`src/rtl/bcd_updown_counter_if.sv`:
```
// Control and data bundle for bcd_updown_counter.
//   en, step, up, load, load_val : requests toward the counter
//   bcd, hex, tc, ovf            : count value, segment drive and limit flags
// master = the side issuing requests, slave = the counter itself.
interface bcd_updown_counter_if #(
    parameter int DIGITS = 4
);
    logic                  en;
    logic                  step;
    logic                  up;
    logic                  load;
    logic [4*DIGITS-1:0]   load_val;
    logic [4*DIGITS-1:0]   bcd;
    logic [7*DIGITS-1:0]   hex;
    logic                  tc;
    logic                  ovf;

    modport master (
        output en, step, up, load, load_val,
        input  bcd, hex, tc, ovf
    );

    modport slave (
        input  en, step, up, load, load_val,
        output bcd, hex, tc, ovf
    );
endinterface

```
`src/rtl/bcd_updown_counter.sv`:
```
// Multi-digit BCD up/down counter with per-digit active-low seven-segment decode.
// Ports:
//   clk   - system clock, all state changes on the rising edge
//   Re_n  - asynchronous active-low reset
//   bus   - slave side of bcd_updown_counter_if:
//           en (count enable), step (count request, counted on its rising edge),
//           up (direction), load/load_val (synchronous load, priority over step),
//           bcd (count), hex (segments a..g, MSB = a), tc (terminal count),
//           ovf (one-cycle pulse when a step meets a limit)
// Parameters:
//   DIGITS - number of cascaded decades (1..8)
//   WRAP   - 1 = wrap between all-9s and all-0s, 0 = hold at the limit
module bcd_updown_counter #(
    parameter int DIGITS = 4,
    parameter bit WRAP   = 1'b1
) (
    input  logic                    clk,
    input  logic                    Re_n,
    bcd_updown_counter_if.slave     bus
);

    function automatic logic [6:0] seg7(input logic [3:0] d);
        logic [6:0] s;
        case (d)
            4'd0:    s = 7'b0000001;
            4'd1:    s = 7'b1001111;
            4'd2:    s = 7'b0010010;
            4'd3:    s = 7'b0000110;
            4'd4:    s = 7'b1001100;
            4'd5:    s = 7'b0100100;
            4'd6:    s = 7'b0100000;
            4'd7:    s = 7'b0001111;
            4'd8:    s = 7'b0000000;
            4'd9:    s = 7'b0000100;
            default: s = 7'b0000001;
        endcase
        return s;
    endfunction

    logic [4*DIGITS-1:0] bcd_reg, bcd_next;
    logic                ovf_reg, ovf_next;
    logic                step_d_reg;

    logic [DIGITS-1:0]   is_nine;
    logic [DIGITS-1:0]   is_zero;
    logic [4*DIGITS-1:0] inc_vec;
    logic [4*DIGITS-1:0] dec_vec;
    logic [4*DIGITS-1:0] load_clean;
    logic                all_nine;
    logic                all_zero;
    logic                step_edge;

    genvar gi;
    generate
        for (gi = 0; gi < DIGITS; gi++) begin : g_digit
            // Bits below this digit; a digit moves only when every lower digit
            // sits at its rollover value. Built as a mask so there is no ripple chain.
            localparam logic [DIGITS-1:0] LOW_MASK = (DIGITS'(1) << gi) - DIGITS'(1);

            logic [3:0] cur;
            logic [3:0] clean;
            logic [3:0] lv;
            logic       inc_here;
            logic       dec_here;

            assign cur      = bcd_reg[4*gi +: 4];
            assign lv       = bus.load_val[4*gi +: 4];
            assign clean    = (cur > 4'd9) ? 4'd0 : cur;
            assign is_nine[gi] = (cur == 4'd9);
            assign is_zero[gi] = (cur == 4'd0);
            assign inc_here = &(is_nine | ~LOW_MASK);
            assign dec_here = &(is_zero | ~LOW_MASK);

            assign inc_vec[4*gi +: 4] = !inc_here   ? clean :
                                        (cur >= 4'd9) ? 4'd0 : cur + 4'd1;
            assign dec_vec[4*gi +: 4] = !dec_here   ? clean :
                                        (cur == 4'd0) ? 4'd9 :
                                        (cur > 4'd9)  ? 4'd0 : cur - 4'd1;

            assign load_clean[4*gi +: 4] = (lv > 4'd9) ? 4'd0 : lv;
            assign bus.hex[7*gi +: 7]    = seg7(cur);
        end
    endgenerate

    assign all_nine  = &is_nine;
    assign all_zero  = &is_zero;
    assign step_edge = bus.step & ~step_d_reg;

    always_comb begin
        bcd_next = bcd_reg;
        ovf_next = 1'b0;
        if (bus.load) begin
            // Load wins outright; a coincident step edge is dropped.
            bcd_next = load_clean;
        end else if (step_edge && bus.en) begin
            if (bus.up) begin
                ovf_next = all_nine;
                // inc_vec already rolls all-9s over to all-0s.
                bcd_next = (all_nine && !WRAP) ? bcd_reg : inc_vec;
            end else begin
                ovf_next = all_zero;
                bcd_next = (all_zero && !WRAP) ? bcd_reg : dec_vec;
            end
        end
    end

    always_ff @(posedge clk or negedge Re_n) begin
        if (!Re_n) begin
            bcd_reg    <= '0;
            ovf_reg    <= 1'b0;
            // Treat step as already high so a held step at release does not count.
            step_d_reg <= 1'b1;
        end else begin
            bcd_reg    <= bcd_next;
            ovf_reg    <= ovf_next;
            step_d_reg <= bus.step;
        end
    end

    assign bus.bcd = bcd_reg;
    assign bus.ovf = ovf_reg;
    assign bus.tc  = bus.up ? all_nine : all_zero;

endmodule
```
`src/flat_wrapper.sv`:
```
// flat-port wrapper written by rule: the top's interface ports become plain ports
module bcd_updown_counter_flat 
#(
    parameter int DIGITS = 4,
    parameter bit WRAP   = 1'b1
)
  (clk, Re_n, bus_en, bus_step, bus_up, bus_load, bus_load_val, bus_bcd, bus_hex, bus_tc, bus_ovf);
  bcd_updown_counter_if #(.DIGITS(DIGITS)) bus_i ();
  input  logic clk;
  input  logic Re_n;
  input wire logic [$bits(bus_i.en)-1:0] bus_en;
  input wire logic [$bits(bus_i.step)-1:0] bus_step;
  input wire logic [$bits(bus_i.up)-1:0] bus_up;
  input wire logic [$bits(bus_i.load)-1:0] bus_load;
  input wire logic [$bits(bus_i.load_val)-1:0] bus_load_val;
  output wire logic [$bits(bus_i.bcd)-1:0] bus_bcd;
  output wire logic [$bits(bus_i.hex)-1:0] bus_hex;
  output wire logic [$bits(bus_i.tc)-1:0] bus_tc;
  output wire logic [$bits(bus_i.ovf)-1:0] bus_ovf;
  assign bus_i.en = bus_en;
  assign bus_i.step = bus_step;
  assign bus_i.up = bus_up;
  assign bus_i.load = bus_load;
  assign bus_i.load_val = bus_load_val;
  assign bus_bcd = bus_i.bcd;
  assign bus_hex = bus_i.hex;
  assign bus_tc = bus_i.tc;
  assign bus_ovf = bus_i.ovf;
  bcd_updown_counter #(.DIGITS(DIGITS), .WRAP(WRAP)) u_core (.clk(clk), .Re_n(Re_n), .bus(bus_i));
endmodule
```
`config.mk`:
```
export PLATFORM = sky130hd
export DESIGN_NAME = bcd_updown_counter_flat
export DESIGN_NICKNAME = d
export VERILOG_FILES = /design/src/rtl/bcd_updown_counter_if.sv /design/src/rtl/bcd_updown_counter.sv /design/src/flat_wrapper.sv
export SDC_FILE = /design/constraint.sdc
export NUM_CORES = 1
export LEC_CHECK = 0
export BUFFER_PORTS_ARGS = -buffer_cell sky130_fd_sc_hd__buf_2
export CORE_ASPECT_RATIO = 2
export CORE_MARGIN = 2
export CORE_UTILIZATION = 54
export CTS_CLUSTER_SIZE = 20
export DETAILED_ROUTE_END_ITERATION = 6
export GPL_TIMING_DRIVEN = 0
export PLACE_DENSITY = 0.82
export SYNTH_ARGS = -nofsm -noshare
export SYNTH_HDL_FRONTEND = slang
export SYNTH_SLANG_ARGS = --single-unit
```
`constraint.sdc`:
```
create_clock -name clk -period 2.76 [get_ports clk]
set_input_delay 0.414 -clock clk [delete_from_list [all_inputs] [get_ports clk]]
set_output_delay 0.414 -clock clk [all_outputs]
set_load 0.02 [all_outputs]
```
* Word level (Yosys, flattened, before mapping)
Memory sizes are Yosys's and may differ from the RTL's.
Index checks and enable logic that the tools add are counted.
** Word-level totals
- Bits in registers :: 18
- Memory bits (read-only) :: 448
- Logic and storage cells :: 76
- Memories kept :: 4
** Memories
- (no name shown) :: words 16, bits a word 7, read ports 1, clocked after memory_dff 0, wr ports 0, line bcd_updown_counter.sv:24 : case (d)
- (no name shown) :: words 16, bits a word 7, read ports 1, clocked after memory_dff 0, wr ports 0, line bcd_updown_counter.sv:24
- (no name shown) :: words 16, bits a word 7, read ports 1, clocked after memory_dff 0, wr ports 0, line bcd_updown_counter.sv:24
- (no name shown) :: words 16, bits a word 7, read ports 1, clocked after memory_dff 0, wr ports 0, line bcd_updown_counter.sv:24
** Cells by class
- $add $sub $neg :: 8
- $lt $le $gt $ge :: 12
- Equality and inequality tests :: 4
- Multiplexer cells :: 31
- Bitwise operators :: 2
- Reduce and logical (&&, ||, !) cells :: 12
** Operators with widths (count)
- two-way mux 4 bit :: 25
- two-way mux 16 bit :: 3
- > comparator 4 bit (second input constant) :: 8
- adder 4 x 1 -> 4 bit (second input constant) :: 4
- == test 4 bit (second input constant) :: 4
- greater-or-equal comparator 4 bit (second input constant) :: 4
- logical NOT 4 bit :: 4
- subtractor 4 x 1 -> 4 bit (second input constant) :: 4
- AND reduction 4 bit :: 2
- AND reduction 3 bit :: 2
- AND reduction 2 bit :: 2
- two-way mux 1 bit :: 3
- nonzero test 2 bit :: 1
- AND 1 bit :: 1
- logical AND 1 bit :: 1
- NOT 1 bit :: 1

* Logic depth before layout (Yosys ltp)
- Depth after elaboration :: 7
- Gate-level depth with buffers :: 9

* Worst setup path before layout
Ideal clock, no wire load.
- Kind :: flip-flop to output port
- Start :: register u_core.bcd_reg[8], in the netlist u_core.bus.bcd[8]
- End :: output bus_tc
- Arrival :: 1.908 ns
- Slack :: 0.438 ns
- Cell stages (with the launch flop) :: 9
- Path buffers :: 2
- Cell sequence :: dfrtp_1 -> clkbuf_1 -> inv_1 -> ha_1 -> nor3b_4 -> and3_1 -> buf_4 -> nand2_1 -> o21ai_1
** On the way
- Cells in the longest elaborated chain, start to end :: 3
** Ends and longest elaborated chain
- start, declared :: line bcd_updown_counter.sv:40 : logic [4*DIGITS-1:0] bcd_reg, bcd_next;
- start signal, assigned :: line bcd_updown_counter.sv:114 : bcd_reg <= bcd_next;
- == test 4 bit / logical NOT 4 bit (equally long branches) :: line bcd_updown_counter.sv:69, bcd_updown_counter.sv:70
- AND reduction 4 bit, on equally long branches :: line bcd_updown_counter.sv:85, bcd_updown_counter.sv:86
- two-way mux 1 bit (*) :: line bcd_updown_counter.sv:122 : assign bus.tc = bus.up ? all_nine : all_zero;
- end, declared :: line flat_wrapper.sv:18 : output wire logic [$bits(bus_i.tc)-1:0] bus_tc;
Every way passes the cells marked *; elsewhere a longest branch is shown, timed or not.

* Final worst setup path
- Start :: register u_core.bcd_reg[5], in the netlist u_core.bus.bcd[5]
- End :: output bus_tc
The elaborated chain is that of the path after synthesis.

==> flow_summary.json <==
{
  "outcome": "completed",
  "worstHoldPathType": "in -> async",
  "avgSynthCellArea_um2": 7.30,
  "cp_slowest_cell": "dfrtp_1",
  "critPathBufInv": 3,
  "slew_headroom_pct": 54.7,
  "cp_max_fo": 8,
  "grt-ovfl-total": 0,
  "syn-num-nets": 382,
  "total_power_mw": 1.46,
  "required_ns": 2.35,
  "synth_seq_cells": 18,
  "drive_above_1_share_pct": 24.8,
  "die_h_um": 99.9,
  "die_x_um": 52.0,
  "htreeDepth": 1,
  "synth_compound_area_share_pct": 32.4,
  "multi_input_area_mm2": 0.00188,
  "ys.flop_type": "dfrtp_1",
  "start_kind": "register",
  "ys_async_sr_fraction_pct": 100,
  "synth_top_family_by_area": "compound AO/OA/AOI/OAI gates",
  "rows": 34,
  "clk_pin_slew_ns": 0.08,
  "yosysWarnings": 0,
  "track_usage_pct": 32.1,
  "die_area_mm2": 0.00519,
  "ctsHoldBuffers": 0,
  "end_kind": "output port",
  "cts-root-buf": "clkbuf_8",
  "synth_top_area_share_pct": 17.1,
  "worstSetupPathType": "reg -> out",
  "cpLargestDelayFamily": "simple AND/OR/NAND/NOR gates",
  "regArea_um2": 452,
  "cts_made_buffers": 3,
  "boundaryPins": 68,
  "arrival_ns": 2.29,
  "maxCapViolations": 0,
  "slowest_delay_ns": 0.49,
  "start_util_pct": 56.7,
  "synthAdderAreaFrac_pct": 10.1,
  "avgViaCountPerCell": 6.45,
  "clock_sinks": 18,
  "synth_edf_count": 0,
  "setup_viol": 0,
  "leakage_nw": 1.38,
  "peakVddDrop_uv": 294,
  "core_area_mm2": 0.00438,
  "syn_to_final_growth_pct": 20.3,
  "clock_skew_ns": 0.00388,
  "vias": 3008,
  "first_pass_iters": 5,
  "globalplace.congestion": 0.935,
  "wirelength_um": 8270,
  "hold_viol_final": 0,
  "ant_nets": 0,
  "clk_path_buf_depth": 2,
  "grt_pass1_wl_um": 12900,
  "drc": 0,
  "drt-initial-drc-count": 178,
  "fmax_ghz": 0.369,
  "maxSlewViolCount": 0,
  "final_nets": 455,
  "path_cells": "inv_2, ha_2, and3b_1, and4_1, buf_6, nand4_1, o21ai_2, buf_2",
  "synth_area_leaders": "dfrtp_1 (17%), ha_1 (10%), a21oi_1 (7.1%)",
  "clkLatencyLatePin_ns": 0.26,
  "synthCells": 340,
  "rsz0062_at_grt": "no",
  "finalCritPeriodShare_pct": 98.1,
  "wire_per_inst_um": 17.8,
  "synth_area_mm2": 0.00248,
  "synth.area.mux_share_pct": 3.27,
  "tns_ns": 0,
  "port_buffers": 67,
  "dpl.hpwl_um": 6240,
  "synth.distinct_cells": 60,
  "synth-simple-area-share_pct": 27.4,
  "antenna_found_initial": 0,
  "grt_pass1_vias": 2839,
  "synth_top_cell_by_area": "dfrtp_1",
  "cts_tree": "yes",
  "synth.yosys.seq_area_share_pct": 18.2,
  "cellPowerDensity_mw_per_mm2": 487,
  "grt_max_degree": 19,
  "largest_register_ff_count": 16,
  "min_period_ns": 2.71,
  "synth-xor-area-share_pct": 1.41,
  "fill_cells": 392,
  "worst_slew_pin_slew_ns": 0.680,
  "diodes": 0
}
## worst reg2reg max path, stage by stage, from the launching register on
cell and delay (ns):
dfrtp_1 0.46, inv_2 0.17, ha_1 0.26, nor3b_4 0.27
buf_4 0.16, buf_6 0.13, a21oi_1 0.07, a311oi_1 0.28
nor3_1 0.09, a221o_1 0.29
## layer usage
layer  wire [um]  global-route usage (%)
met1        2880                    33.5
met2        4330                    57.8
met3         560                    2.98
met4         510                    21.1
met5           0                       0
## cell usage after synthesis (3+ instances only)
cell      number
clkbuf_1      12
nor2b_1       11
o31ai_1        5
nor3b_1        4
nor2_1        31
and2_1         5
a31oi_1        3
nand3_1        8
dfrtp_1       17
a211oi_1       6
o22ai_1        3
nand2b_1       8
nor3b_2        3
nor3_1         7
a311oi_1       3
inv_1         17
or3_1          3
nand2_1       30
o21ai_0       27
a21o_1         3
a21oi_1       35
xnor2_1        4
buf_4          3
mux2i_1        7
a22oi_1        3
buf_2          4
nand3b_1       3
a32oi_1        9
ha_1          20
and3_1         6
## cell families (layout without fill, tap and decap cells)
family          after synthesis  count (layout)
simple gates                127             127
compound gates              123             123
buf+inv                      40             112
fa+ha+maj                    20              20
flops                        18              18
mux                           8               8
xor+xnor                      4               4
## cell usage in the layout, fill, tap and decap left out, types with 4 or more instances in the layout
cell type   n
inv_1      12
clkbuf_1   10
and3_1      6
clkbuf_8    4
buf_2      72
buf_4       5
o21ai_0    27
nor2_1     31
nor3_1      7
inv_2       6
a21oi_1    35
a32oi_1     9
a211oi_1    6
nand2_1    30
dfrtp_1    17
nor2b_1    11
nand2b_1    8
mux2i_1     7
xnor2_1     4
nor3b_1     4
and2_1      5
nand3_1     8
ha_1       17
o31ai_1     5
## final timing paths
kind	depth (start not counted)	to	slack [ns]	startpoint
worst max register to register	9	u_core.bus.bcd[6]	0.46	u_core.bus.bcd[0]
worst min-delay path	1	u_core.bus.bcd[14]	0.09	Re_n
max in group asynchronous	1	u_core.step_d_reg	2.32	Re_n
min in group clk	1	u_core.step_d_reg	0.26	bus_step
worst min register to register	2	u_core.bus.bcd[12]	0.74	u_core.bus.bcd[12]
worst max-delay path	8	bus_tc	0.05	u_core.bus.bcd[5]
## stage by stage
stage          worst slack, ns  instances  hold slack (ns)  instance area, um2  utilization, %
4_1_cts                 0.0168        465           0.0991                2960            67.5
3_5_place_dp             0.210        461            0.385                2890            65.9
5_1_grt                 0.0115        466            0.127                2990            68.2
6_report                0.0514        466           0.0927                2990            68.2
3_3_place_gp             0.230        461            0.378                2890            65.9
2_1_floorplan            0.438        340            0.118                2480               -
## layout make-up
class | count | area share [%]
multi-input combinational | 282 | 63.1
tap | 54 | 2.26
inverter | 19 | 2.39
timing repair buffer | 69 | 11.7
buffer | 20 | 3.60
sequential | 18 | 15.1
clock buffer | 4 | 1.84
## power by group
group          switching [mW]  total [mW]  internal [mW]
registers              0.0566       0.348          0.292
clock network           0.105       0.232          0.127
logic                   0.547       0.874          0.327
## what timing repair did
item,CTS,global route
buffers inserted,1,1
gates resized for setup,5,10
hold endpoints to repair,0,0
endpoints found under the setup margin,1,1
(Power assumes the default switching activity.)
